File: src/rtl/capture_seq_pkg.sv
// Shared definitions for the frame capture sequencer.
// Holds the FSM state type, the parameter defaults for frame geometry and
// drain length, and the widths of the line, frame and drain counters.
package capture_seq_pkg;

    localparam int FRAME_LINES_DEF  = 480;
    localparam int DRAIN_CYCLES_DEF = 64;

    localparam int LINE_W      = 12;
    localparam int FRAME_CNT_W = 16;
    localparam int DRAIN_W     = 16;

    typedef enum logic [2:0] {
        S_IDLE,
        S_ARM,
        S_WAIT_SOF,
        S_CAPTURE,
        S_DRAIN
    } state_t;

endpackage

File: src/rtl/line_frame_counter.sv
// Edge detection on the sensor frame/line valid strobes plus line counting.
// Ports:
//   clk, rst   - pixel clock, async active-high reset
//   fval, lval - registered sensor frame-valid / line-valid
//   count_en   - count line starts only while this is high
//   fval_rise  - frame-valid 0->1 seen this cycle
//   fval_fall  - frame-valid 1->0 seen this cycle
//   line_cnt   - saturating count of line-valid rising edges in this frame
module line_frame_counter
    import capture_seq_pkg::*;
(
    input  logic              clk,
    input  logic              rst,
    input  logic              fval,
    input  logic              lval,
    input  logic              count_en,
    output logic              fval_rise,
    output logic              fval_fall,
    output logic [LINE_W-1:0] line_cnt
);

    logic fval_q;
    logic lval_q;
    logic lval_rise;

    assign fval_rise = fval & ~fval_q;
    assign fval_fall = ~fval & fval_q;
    assign lval_rise = lval & ~lval_q;

    always_ff @(posedge clk or posedge rst) begin
        if (rst) begin
            fval_q   <= 1'b0;
            lval_q   <= 1'b0;
            line_cnt <= '0;
        end else begin
            fval_q <= fval;
            lval_q <= lval;
            // A new frame always starts counting from zero; the count
            // holds at all-ones rather than wrapping back to a legal value.
            if (fval_rise) begin
                line_cnt <= '0;
            end else if (count_en && lval_rise && (line_cnt != '1)) begin
                line_cnt <= line_cnt + LINE_W'(1);
            end
        end
    end

endmodule

File: src/rtl/frame_capture_seq.sv
// Frame capture sequencer: arms a downstream capture unit on frame
// boundaries, counts lines per frame, reserves a drain window after each
// frame for the SDRAM write FIFO, and counts completed frames.
// Ports:
//   iCLK, iRST    - pixel clock, async active-high reset
//   iFVAL, iLVAL  - registered sensor frame-valid / line-valid
//   iRUN          - level request for continuous capture
//   iSNAP         - one-cycle request for a single frame
//   iSTOP         - one-cycle abort request
//   oSTART, oEND  - one-cycle start / end pulses to the capture unit
//   oWR_LOAD      - one-cycle write-FIFO address reload pulse
//   oBUSY         - high whenever not idle
//   oFRAME_DONE   - one-cycle pulse on the last drain cycle
//   oFRAME_CNT    - completed frame count (wraps)
//   oLINE_ERR     - sticky: some frame had the wrong number of lines
//
// state      | meaning
// -----------+-----------------------------------------------------------
// S_IDLE     | nothing requested
// S_ARM      | capture requested, waiting for the sensor to leave a frame
// S_WAIT_SOF | capture unit started, waiting for frame-valid to rise
// S_CAPTURE  | inside a frame, counting lines
// S_DRAIN    | frame over, giving the write FIFO DRAIN_CYCLES to flush
module frame_capture_seq
    import capture_seq_pkg::*;
#(
    parameter int FRAME_LINES  = FRAME_LINES_DEF,
    parameter int DRAIN_CYCLES = DRAIN_CYCLES_DEF
) (
    input  logic                   iCLK,
    input  logic                   iRST,
    input  logic                   iFVAL,
    input  logic                   iLVAL,
    input  logic                   iRUN,
    input  logic                   iSNAP,
    input  logic                   iSTOP,
    output logic                   oSTART,
    output logic                   oEND,
    output logic                   oWR_LOAD,
    output logic                   oBUSY,
    output logic                   oFRAME_DONE,
    output logic [FRAME_CNT_W-1:0] oFRAME_CNT,
    output logic                   oLINE_ERR
);

    state_t              state;
    logic                one_shot;
    logic [DRAIN_W-1:0]  drain_tmr;
    logic                fval_rise;
    logic                fval_fall;
    logic [LINE_W-1:0]   line_cnt;

    line_frame_counter u_line_frame_counter (
        .clk       (iCLK),
        .rst       (iRST),
        .fval      (iFVAL),
        .lval      (iLVAL),
        .count_en  (state == S_CAPTURE),
        .fval_rise (fval_rise),
        .fval_fall (fval_fall),
        .line_cnt  (line_cnt)
    );

    assign oBUSY = (state != S_IDLE);

    always_ff @(posedge iCLK or posedge iRST) begin
        if (iRST) begin
            state       <= S_IDLE;
            one_shot    <= 1'b0;
            drain_tmr   <= '0;
            oSTART      <= 1'b0;
            oEND        <= 1'b0;
            oWR_LOAD    <= 1'b0;
            oFRAME_DONE <= 1'b0;
            oFRAME_CNT  <= '0;
            oLINE_ERR   <= 1'b0;
        end else begin
            oSTART      <= 1'b0;
            oEND        <= 1'b0;
            oWR_LOAD    <= 1'b0;
            oFRAME_DONE <= 1'b0;

            case (state)
                S_IDLE: begin
                    // Stop wins over a simultaneous snapshot or run request.
                    if (!iSTOP && (iRUN || iSNAP)) begin
                        state     <= S_ARM;
                        one_shot  <= iSNAP;
                        oLINE_ERR <= 1'b0;
                    end
                end

                S_ARM: begin
                    if (iSTOP) begin
                        state    <= S_IDLE;
                        oEND     <= 1'b1;
                        one_shot <= 1'b0;
                    end else if (!iFVAL) begin
                        // Only start between frames so a partial frame is
                        // never handed to the capture unit.
                        state    <= S_WAIT_SOF;
                        oWR_LOAD <= 1'b1;
                        oSTART   <= 1'b1;
                    end
                end

                S_WAIT_SOF: begin
                    if (iSTOP) begin
                        state    <= S_IDLE;
                        oEND     <= 1'b1;
                        one_shot <= 1'b0;
                    end else if (fval_rise) begin
                        state <= S_CAPTURE;
                    end
                end

                S_CAPTURE: begin
                    // A stop mid-frame lets the frame finish, then idles.
                    if (iSTOP) begin
                        one_shot <= 1'b1;
                    end
                    if (fval_fall) begin
                        state     <= S_DRAIN;
                        drain_tmr <= DRAIN_W'(DRAIN_CYCLES - 1);
                        if (line_cnt != LINE_W'(FRAME_LINES)) begin
                            oLINE_ERR <= 1'b1;
                        end
                        if (one_shot || iSTOP || !iRUN) begin
                            oEND <= 1'b1;
                        end
                        // With a one-cycle drain the entry cycle is also
                        // the last one.
                        if (DRAIN_CYCLES == 1) begin
                            oFRAME_DONE <= 1'b1;
                            oFRAME_CNT  <= oFRAME_CNT + FRAME_CNT_W'(1);
                        end
                    end
                end

                S_DRAIN: begin
                    if (iSTOP) begin
                        one_shot <= 1'b1;
                    end
                    // Outputs are registered, so raising done when the
                    // timer reads 1 makes the pulse coincide with the
                    // final drain cycle (timer reading 0).
                    if (drain_tmr == DRAIN_W'(1)) begin
                        oFRAME_DONE <= 1'b1;
                        oFRAME_CNT  <= oFRAME_CNT + FRAME_CNT_W'(1);
                    end
                    if (drain_tmr == '0) begin
                        state    <= (iRUN && !one_shot && !iSTOP) ? S_ARM : S_IDLE;
                        one_shot <= 1'b0;
                    end else begin
                        drain_tmr <= drain_tmr - DRAIN_W'(1);
                    end
                end

                default: begin
                    state <= S_IDLE;
                end
            endcase
        end
    end

endmodule

File: config.mk
export PLATFORM = sky130hd
export DESIGN_NAME = frame_capture_seq
export DESIGN_NICKNAME = d
export VERILOG_FILES = /design/src/rtl/capture_seq_pkg.sv /design/src/rtl/line_frame_counter.sv /design/src/rtl/frame_capture_seq.sv
export SDC_FILE = /design/constraint.sdc
export NUM_CORES = 1
export LEC_CHECK = 0
export ABC_AREA = 1
export BUFFER_PORTS_ARGS = -buffer_cell sky130_fd_sc_hd__buf_2
export CORE_MARGIN = 2
export CORE_UTILIZATION = 54
export CTS_CLUSTER_DIAMETER = 40
export DETAILED_ROUTE_END_ITERATION = 8
export PLACE_DENSITY = 0.78
export SETUP_SLACK_MARGIN = 0.4
export SLEW_MARGIN = 10
export SYNTH_ARGS = -nofsm -noshare
export SYNTH_HDL_FRONTEND = slang
export SYNTH_HIERARCHICAL = 1
export SYNTH_SLANG_ARGS = --single-unit
File: constraint.sdc
create_clock -name iCLK -period 1.67 [get_ports iCLK]
set_clock_uncertainty 0.2 [all_clocks]
set_input_delay 0.2505 -clock iCLK [delete_from_list [all_inputs] [get_ports iCLK]]
set_output_delay 0.2505 -clock iCLK [all_outputs]
set_load 0.01 [all_outputs]
==> results summary <==
The flow ran to the end, but the final reports show violations. The checks that failed: design-rule violations, negative setup slack. The number of sinks handled by clock tree synthesis is 54. STA classifies the critical path endpoint as a flip-flop.

The number of antenna diodes came out at 0. The worst pin sits at a relative slew slack of 0.7689. The clock passes through at most 2 buffers.

The critical path startpoint category is a flip-flop. The later-pin clock latency in the skew report came out at 0.32 ns. The data arrival time of the worst path came out at 1.92 ns. For this configuration, the core starts out at a cell density of 0.5503. The residual overflow from global routing is 0. The net total in the final layout is 605. In the post-synthesis netlist, the biggest area contributors are dfrtp_1 (39%), nand2_1 (17%), nand3_1 (7.5%). The number of remaining DRC errors came out at 1. The via count of the first global-routing pass came out at 3544. The number of cells produced by synthesis came out at 486. The number of fill cells is 369. The count of pins on the block boundary is 29.

The share of the Yosys chip area taken by registers is 0.3912. In this run the critical register-to-register path is captured at drain_tmr[8]. The maximum number of pins on one net before global-route repair is 41. Measured in cells, the most critical reg-to-reg path has a length of 10. The minimum setup slack among reg-to-reg paths is -0.20 ns. The post-route worst setup slack is -0.1956 ns. TritonCTS built the clock tree. Setup violations remaining at the end of the flow were counted as 39.

The clock transition at the registers of the reported paths came out at 0.10 ns. The count of final hold-check violations is 0. The core box area came out at 6277 µm². In this run the critical register-to-register path is launched from drain_tmr[1]. The port buffer count is 28. The share of total power dissipated in combinational logic is 0.531.

Tracing the worst setup path back leads to its startpoint at drain_tmr[1]. The share of cells above drive strength 1 came out at 0.3552. Of the total power, the share spent switching nets is 0.4224. The final routed wire length divided by cell count is 14.77 µm. The power per unit of standard cell area is 1121 nW/µm². The number of max-cap violations is 0. In this run the mean area of a mapped cell was 7.108 µm². The violation count after the first detailed-routing iteration came out at 247. The top-area cell type share of the netlist area came out at 0.3912. The share of total power in sequential cells is 0.325. The flip-flop cell with the highest count after synthesis is dfrtp_1.

The area growth from synthesis to layout is 39.73%. The number of clock buffers added by TritonCTS is 5. The Yosys step of the flow raised 6 warnings. The most critical setup path has its endpoint at drain_tmr[8].

Internal power comes to 0.003125 W. The flip-flop and latch count after synthesis came out at 54. The H-tree depth is 2. The initial antenna violation count came out at 0. Summed over all instances, the cell type with the most area after synthesis is dfrtp_1. The HPWL after detailed placement is 5686 µm. The routed design could run at a clock period as short as 1.866 ns.

The achievable frequency is 536.0 MHz. The standby leakage power is 2.314 nW. At the end of the flow the core is filled with cells to 0.7690. The placer congestion estimate is 0.9511.

The number of max-slew violations in the final report was 0. In this run the core area contains 29 standard-cell rows. The smallest hold slack is 0.1001 ns. The switching power of the nets came out at 0.002285 W. The transition time at the pin with the least slew margin came out at 0.3467 ns.

Clock tree synthesis selected as its root buffer the cell clkbuf_8. Setup repair after global routing could not meet its margin everywhere. The die area is 7053 µm². The worst setup path is of the flip-flop to flip-flop kind. The number of distinct library cells after synthesis is 33. The share of synthesized flip-flops with an asynchronous set or reset came out at 1.000. The global-route usage over all layers is 0.2699. The via count is 3665. When the netlist entered floorplanning its net count stood at 498. For the worst setup path, the data required time is 1.73 ns. The maximum vdd ir drop is 868.3 µV.

The width of the die is 83.99 µm. The count of TritonRoute iterations in the first routing pass came out at 8. The combined area of the multi-input logic cells is 2123 µm². The detailed-route wire length is 9914 µm.

The global-route wire length before repair is 15610 µm. Of all nets on the critical path, the largest fanout is 5. In this run the vertical extent of the chip is 83.99 µm.

The sequential cells in the finished layout cover a total of 1356 µm². The power after layout came out at 0.005410 W. The netlist area before placement is 3455 µm². The post-route clock period utilization is 1.117. The vias per cell came out at 5.462. The final antenna-violating net count is 0. In this run the worst hold path is classified as input port to flip-flop.

The clock power share came out at 0.143. Yosys mapped a number of flops with a built-in enable equal to 0.
[cells in the mapped netlist (3+ instances only)]
| cell type | number |
|---|---|
| buf_4 | 3 |
| buf_6 | 3 |
| dfrtp_1 | 54 |
| ha_1 | 5 |
| inv_1 | 52 |
| nand2_1 | 160 |
| nand2_2 | 3 |
| nand3_1 | 52 |
| nand3b_1 | 3 |
| nand4_1 | 8 |
| nor2_1 | 62 |
| nor2_4 | 3 |
| nor3_1 | 6 |
| o21ai_0 | 9 |
| o21ai_1 | 15 |
| o21ai_2 | 9 |
| xnor2_1 | 4 |
| xor2_1 | 12 |
[layout by cell type, fill, tap and decap left out, drive strengths merged, types with 3 or more instances in the layout]
| cell type | instances |
|---|---|
| nand2 | 166 |
| buf | 105 |
| nor2 | 67 |
| nand3 | 55 |
| dfrtp | 54 |
| inv | 53 |
| o21ai | 33 |
| xor2 | 12 |
| nand4 | 8 |
| nor3 | 6 |
| clkbuf | 6 |
| ha | 5 |
| xnor2 | 4 |
| dlygate4sd3 | 4 |
| nand3b | 3 |
| clkinvlp | 3 |
| a21oi | 3 |
[per-layer routing]
layer | track usage | routed length, µm
met1 | 0.3174 | 3941
met2 | 0.4880 | 5150
met3 | 0.04352 | 529
met4 | 0.1085 | 292
met5 | 0 | 0
[power by group through the flow]
stage | Combinational [W] | Sequential, W | Clock [W]
3_5_place_dp | 0.00203 | 0.00176 | 0
2_1_floorplan | 0.00128 | 0.00179 | 0
4_1_cts | 0.00253 | 0.00173 | 0.000788
6_report | 0.00287 | 0.00176 | 0.000776
5_1_grt | 0.00312 | 0.00178 | 0.000852
3_3_place_gp | 0.00195 | 0.00174 | 0
[state kept, by name, summed over array words and instances (netlist names)]
register                       cells
oWR_LOAD                           1
state                              3
drain_tmr                         16
u_line_frame_counter/lval_q        1
one_shot                           1
oFRAME_CNT                        16
oEND                               1
oLINE_ERR                          1
oFRAME_DONE                        1
u_line_frame_counter/fval_q        1
u_line_frame_counter/line_cnt     12
[worst max-delay path: stages, from the launching register on]
cell and delay (ns):
dfrtp_1 0.41, inv_2 0.09, buf_6 0.11, ha_4 0.11, nand2_1 0.06, nor2_1 0.15
nand2_2 0.12, a21oi_4 0.25, buf_4 0.19, nand2_1 0.05, nand2_1 0.07
[through the flow]
step	instance area [µm²]	cells	worst slack, ns	setup TNS (ns)
2_1_floorplan	3507	486	0.09598	0
3_3_place_gp	3949	619	0.02070	0
3_5_place_dp	3949	619	-0.04915	-0.1140
4_1_cts	4543	657	-0.04149	-0.5232
5_1_grt	4827	671	-0.3470	-7.177
6_report	4827	671	-0.1956	-3.994
[worst min path at each step]
stage | startpoint | endpoint | slack [ns] | cells after the start
4_1_cts | iSNAP | one_shot | 0.09 | 5
5_1_grt | iSTOP | one_shot | 0.13 | 4
3_3_place_gp | iRST | oFRAME_DONE | 0.12 | 3
3_5_place_dp | iRST | oFRAME_DONE | 0.13 | 3
6_report | iSTOP | one_shot | 0.10 | 4
2_1_floorplan | iRST | u_line_frame_counter/fval_q | -0.06 | 1
[cell type report]
| type | count | share of cell area |
|---|---|---|
| tap | 77 | 0.01996 |
| multi-input combinational | 368 | 0.4399 |
| clock inverter | 3 | 0.005184 |
| sequential | 54 | 0.2810 |
| inverter | 54 | 0.04406 |
| clock buffer | 5 | 0.01426 |
| timing repair buffer | 110 | 0.1957 |
[kinds of logic after synthesis]
kind of cell	synth area share
compound gates	0.07135
xor+xnor	0.04056
fa+ha+maj	0.01811
buf+inv	0.08910
flops	0.3912
simple gates	0.3897
[what timing repair did]
item | in CTS | in global routing
hold buffers | 4 | 0
buffers inserted | 23 | 12
resized for setup | 58 | 42
endpoints found under the setup margin | 72 | 74
pin swaps | 18 | 18
endpoints found under the hold margin | 57 | 0
cloned | 3 | 2
(Power assumes the default switching activity.)
